File: config.mk
export PLATFORM = sky130hd
export DESIGN_NAME = fetch_decode
export DESIGN_NICKNAME = d
export VERILOG_FILES = /design/src/rtl/fetch_decode.sv
export SDC_FILE = /design/constraint.sdc
export NUM_CORES = 1
export LEC_CHECK = 0
export ABC_AREA = 1
export BUFFER_PORTS_ARGS = -buffer_cell sky130_fd_sc_hd__buf_4
export CAP_MARGIN = 15
export CORE_MARGIN = 2
export CORE_UTILIZATION = 54
export CTS_CLUSTER_SIZE = 30
export DETAILED_ROUTE_END_ITERATION = 12
export GPL_ROUTABILITY_DRIVEN = 0
export PLACE_DENSITY = 0.84
export SLEW_MARGIN = 20
export SYNTH_ARGS = -nofsm -noshare
export SYNTH_HDL_FRONTEND = slang
export SYNTH_SLANG_ARGS = --single-unit
File: constraint.sdc
create_clock -name clk -period 3.65 [get_ports clk]
set_input_delay 0.1825 -clock clk [delete_from_list [all_inputs] [get_ports clk]]
set_output_delay 0.1825 -clock clk [all_outputs]
set_load 0.02 [all_outputs]
File: src/rtl/fetch_decode.sv
// fetch_decode: instruction fetch and decode sequencer.
//
// Fetches 9-bit instruction words from an instruction memory at address p,
// which is supplied by the register file. Words are decoded into
// register-file control fields. mov takes two words: an opcode word and
// then an operand word. Execution stops on HALT_OP and stays stopped until
// start is raised again.
//
// Ports
//   clk         in   rising-edge clock
//   start       in   synchronous active-high reset; its falling edge starts a run
//   p           in   [9:0] current PC from the register file
//   imem_addr   out  [9:0] instruction-memory read address (always equals p)
//   imem_data   in   [8:0] instruction word, valid IMEM_LAT cycles after the address
//   pc_hold     out  register file must not advance PC this cycle
//   instr_valid out  decoded fields are an instruction to execute this cycle
//   reg_op      out  [4:0] register-file operation code
//   reg_src     out  [3:0] source register index
//   reg_dst     out  [3:0] destination register index
//   instr_o     out  [3:0] operand field
//   alu_en      out  ALU result write-back enable
//   movp        out  mov targets the PC
//   done        out  program halted
//
// state     | meaning
// ----------+--------------------------------------------------------------
// IDLE      | held in reset or waiting for the first edge with start low
// FETCH     | waiting IMEM_LAT cycles for an opcode word, then latch it in IR
// ISSUE     | present the decoded opcode word for one cycle
// FETCH2    | waiting IMEM_LAT cycles for the mov operand word
// ISSUE_MOV | present the mov with the source/destination taken from IR
// HALT      | stopped; done held high until start

module fetch_decode #(
  parameter int         IMEM_LAT = 1,
  parameter logic [4:0] HALT_OP  = 5'd1
) (
  input  logic       clk,
  input  logic       start,
  input  logic [9:0] p,
  output logic [9:0] imem_addr,
  input  logic [8:0] imem_data,
  output logic       pc_hold,
  output logic       instr_valid,
  output logic [4:0] reg_op,
  output logic [3:0] reg_src,
  output logic [3:0] reg_dst,
  output logic [3:0] instr_o,
  output logic       alu_en,
  output logic       movp,
  output logic       done
);

  localparam logic [4:0] OP_MOV   = 5'd6;
  // Counter value loaded on entry to a fetch state. The fetch ends on the
  // cycle where the counter reads zero.
  localparam logic [1:0] LAT_LAST = 2'(IMEM_LAT - 1);

  typedef enum logic [2:0] {
    S_IDLE      = 3'd0,
    S_FETCH     = 3'd1,
    S_ISSUE     = 3'd2,
    S_FETCH2    = 3'd3,
    S_ISSUE_MOV = 3'd4,
    S_HALT      = 3'd5
  } state_t;

  state_t     state, state_next;
  logic [1:0] lat_cnt, lat_cnt_next;
  logic [8:0] ir;
  logic       ir_load;

  // Last issued field values. Outside an issue cycle they are shown on the
  // outputs unchanged.
  logic [4:0] op_q, op_next;
  logic [3:0] src_q, src_next;
  logic [3:0] dst_q, dst_next;
  logic [3:0] io_q, io_next;

  logic [4:0] opcode;
  logic [3:0] operand;
  logic       reserved;

  assign opcode    = ir[8:4];
  assign operand   = ir[3:0];
  assign imem_addr = p;

  always_comb begin
    reserved = 1'b0;
    case (opcode)
      5'd0, 5'd2, 5'd3, 5'd7, 5'd16, 5'd18, 5'd19: reserved = 1'b1;
      default:                                     reserved = 1'b0;
    endcase
  end

  always_ff @(posedge clk) begin
    if (start) begin
      state   <= S_IDLE;
      lat_cnt <= 2'd0;
      ir      <= 9'd0;
      op_q    <= 5'd0;
      src_q   <= 4'd0;
      dst_q   <= 4'd0;
      io_q    <= 4'd0;
    end else begin
      state   <= state_next;
      lat_cnt <= lat_cnt_next;
      if (ir_load) ir <= imem_data;
      op_q    <= op_next;
      src_q   <= src_next;
      dst_q   <= dst_next;
      io_q    <= io_next;
    end
  end

  always_comb begin
    state_next   = state;
    lat_cnt_next = lat_cnt;
    ir_load      = 1'b0;
    pc_hold      = 1'b1;
    instr_valid  = 1'b0;
    alu_en       = 1'b0;
    movp         = 1'b0;
    done         = 1'b0;
    op_next      = op_q;
    src_next     = src_q;
    dst_next     = dst_q;
    io_next      = io_q;

    case (state)
      S_IDLE: begin
        state_next   = S_FETCH;
        lat_cnt_next = LAT_LAST;
      end

      S_FETCH, S_FETCH2: begin
        if (lat_cnt == 2'd0) begin
          ir_load    = 1'b1;
          state_next = (state == S_FETCH) ? S_ISSUE : S_ISSUE_MOV;
        end else begin
          lat_cnt_next = lat_cnt - 2'd1;
        end
      end

      S_ISSUE: begin
        lat_cnt_next = LAT_LAST;
        // Halt is tested first so a HALT_OP value that collides with mov
        // or a reserved code still stops the program.
        if (opcode == HALT_OP) begin
          state_next = S_HALT;
        end else if (opcode == OP_MOV) begin
          // Let PC step onto the operand word. Nothing issues yet.
          pc_hold    = 1'b0;
          state_next = S_FETCH2;
        end else begin
          pc_hold    = 1'b0;
          state_next = S_FETCH;
          if (!reserved) begin
            instr_valid = 1'b1;
            op_next     = opcode;
            io_next     = operand;
            if (opcode[4:3] == 2'b01) begin
              src_next = operand;
              dst_next = operand;
            end
            alu_en = (opcode[4:2] == 3'b111);
          end
        end
      end

      S_ISSUE_MOV: begin
        pc_hold      = 1'b0;
        state_next   = S_FETCH;
        lat_cnt_next = LAT_LAST;
        // An operand word with bit 8 set is illegal. It is dropped, but PC
        // still moves past it.
        if (!ir[8]) begin
          instr_valid = 1'b1;
          op_next     = OP_MOV;
          src_next    = ir[7:4];
          dst_next    = ir[3:0];
          movp        = (ir[3:0] == 4'hf);
        end
      end

      S_HALT: begin
        done = 1'b1;
      end

      default: begin
        state_next = S_IDLE;
      end
    endcase
  end

  // During an issue cycle the new field values go straight to the outputs.
  // In every other cycle the registered copies are shown.
  assign reg_op  = op_next;
  assign reg_src = src_next;
  assign reg_dst = dst_next;
  assign instr_o = io_next;

endmodule

==> results.cfg <==
[floorplan]
fp.dieH_um = 59.18
pin_count = 53
core_sq_um = 2978
initial_utilization_pct = 55.21
fp-row-count = 20
die-area_sq_um = 3502
dieWidth_um = 59.18

[routing]
wirelength_met1_mm = 1.581
drc_errors = 0
post_drt_via_cell_ratio = 5.369
finalWirelength_mm = 3.503
vias = 1498
dr.pass1.iters = 4
wl_per_cell_um = 12.56
ant_nets = 0
drt_iter0_drc = 41
highest_layer = met4
wl_met2_mm = 1.722
route.met3.wl_um = 148

[synthesis]
yosysTopAreaCellShare_pct = 37.75
synth_edf_count = 0
ys_types = 31
synth_commonest_cells = nand2_1, inv_1, dfxtp_1
synth_area_per_cell_sq_um = 7.373
seq_area_frac_synth_pct = 37.75
synth_top_area_cell = dfxtp_1
synth_seq_cells = 31
synth_cells = 223
synth_top_flop_cell = dfxtp_1
synthArstFlopShare_pct = 0
syn-cell-area_sq_um = 1644
yosysWarnings = 0
synth.area.top_cells = dfxtp_1, nand2_1, inv_1
synth_nets = 245
synth.most_common_cell = nand2_1

[clock_tree]
h-tree-depth = 2
path_clk_slew_ns = 0.10
cts_root_buf = clkbuf_4
cts_buffer_depth = 2
numCtsBuffers = 5
hold_buffers = 0
cts_tree = done
clk_latency_ns = 0.34
postCtsSetupBuffers = 0
ctsResizeCount = 0
cts.sinks = 31

[worst_setup_path]
crit_required_ns = 3.47
critPathCaptureType = output pin
rr_worst_depth = 6
start_kind = register
r2r_start = state[2]
arrival_ns = 2.17
crit_fanout = 12
cp-startpoint = state[2]
crit_type = register to output pin

[timing]
fmax_mhz = 424.2
rsz0062_at_grt = no
slew_viol_final = 0
setup_tns_ns = 0
worst_pin_slew_ns = 0.5271
whs_ns = 0.1062
setup_viol = 0
timing.final.crit_share_pct = 64.58
min_period_ns = 2.357
finalHoldViolCount = 0
worst_clock_skew_ns = 0.008569
slew_headroom_pct = 64.75

[layout]
nFillCells = 259
multiInputGateArea_sq_um = 759.5
final_net_count = 267
syn2layout_area_growth_pct = 12.56
seqCellArea_sq_um = 620.6
diodes = 0
final_util_pct = 62.14
layout-drive-gt1-share_pct = 22.76

[place]
io_buffers = 32
post-dp-hpwl_mm = 2.609

[global_routing]
grt_antenna_before_repair = 0
grt_pass1_vias = 1382
grt_max_degree = 19
grt_first_pass_wirelength_mm = 5.851
grt-ovfl-total = 0
track_usage_pct = 22.29

[power]
power_density_nw_per_um2 = 388.8
ir_drop_mv = 0.2364
p_leak_nw = 0.8671

[run_status]
outcome = complete, no violations

[worst_hold_path]
hp-start = start
holdCritPathClass = input port to register
min_path_cells = 2

[run]
cap_violations = 0
metal layers:
layer | vias to the layer above | GRT usage, %
met4 | 0 | 8.117
li1 | 762 | -
met1 | 682 | 27.48
met5 | - | 0
met2 | 44 | 36.19
met3 | 10 | 7.424
metrics by stage:
step	total power, mW	cell area, sq um	worst slack, ns	cells
finish	0.7195	1851	1.293	279
floorplan	0.4998	1644	2.068	223
detailed placement	0.5295	1797	1.671	271
global route	0.7568	1851	1.093	279
global placement	0.5261	1797	1.766	271
CTS	0.7187	1851	1.296	279
kinds of logic after synthesis:
family / synth area share, %
simple gates: 25.88
compound gates: 19.03
flops: 37.75
fa+ha+maj: 0.7609
buf+inv: 16.06
xor+xnor: 0.5328
worst max-delay path, stage by stage (launching register included):
cell,delay [ns]
dfxtp_1,0.42
nor3_4,0.52
inv_2,0.17
nor2_4,0.27
nand2_2,0.11
nor3_2,0.16
buf_4,0.17
final cells by class:
class                      instances  area share [%]
multi-input combinational        139           41.04
tap                               33           2.231
timing repair buffer              32           12.98
inverter                          36           7.302
clock inverter                     2          0.6761
clock buffer                       6           2.231
sequential                        31           33.54
path summary, 6_finish.rpt:
path	end	slack (ns)
setup / recovery	alu_en	1.29
hold reg to reg	lat_cnt[1]	0.48
setup reg to reg	io_q[3]	1.87
hold / removal	op_q[0]	0.11
sequential cells by signal, indices dropped and copies added (netlist names):
name,flops
op_q,5
lat_cnt,2
dst_q,4
ir,9
io_q,4
src_q,4
state,3
power breakdown:
group	leakage (nW)	switching (mW)	total, mW	internal (mW)
clock	0.0282	0.123	0.197	0.0742
sequential	0.253	0.0132	0.369	0.356
combinational	0.586	0.0998	0.154	0.0537
layout by cell type, fill, tap and decap left out, drive strengths merged:
| cell type | n |
|---|---|
| nand2 | 47 |
| inv | 36 |
| buf | 32 |
| dfxtp | 31 |
| o21ai | 19 |
| a21oi | 18 |
| nor2 | 18 |
| o211ai | 12 |
| nand3 | 11 |
| clkbuf | 6 |
| nor3 | 4 |
| o311ai | 2 |
| nand4 | 2 |
| o221ai | 1 |
| nor4 | 1 |
| xor2 | 1 |
| o22ai | 1 |
| or2 | 1 |
| ha | 1 |
| clkinv | 1 |
| clkinvlp | 1 |
Power figures use the tool's default switching activity.
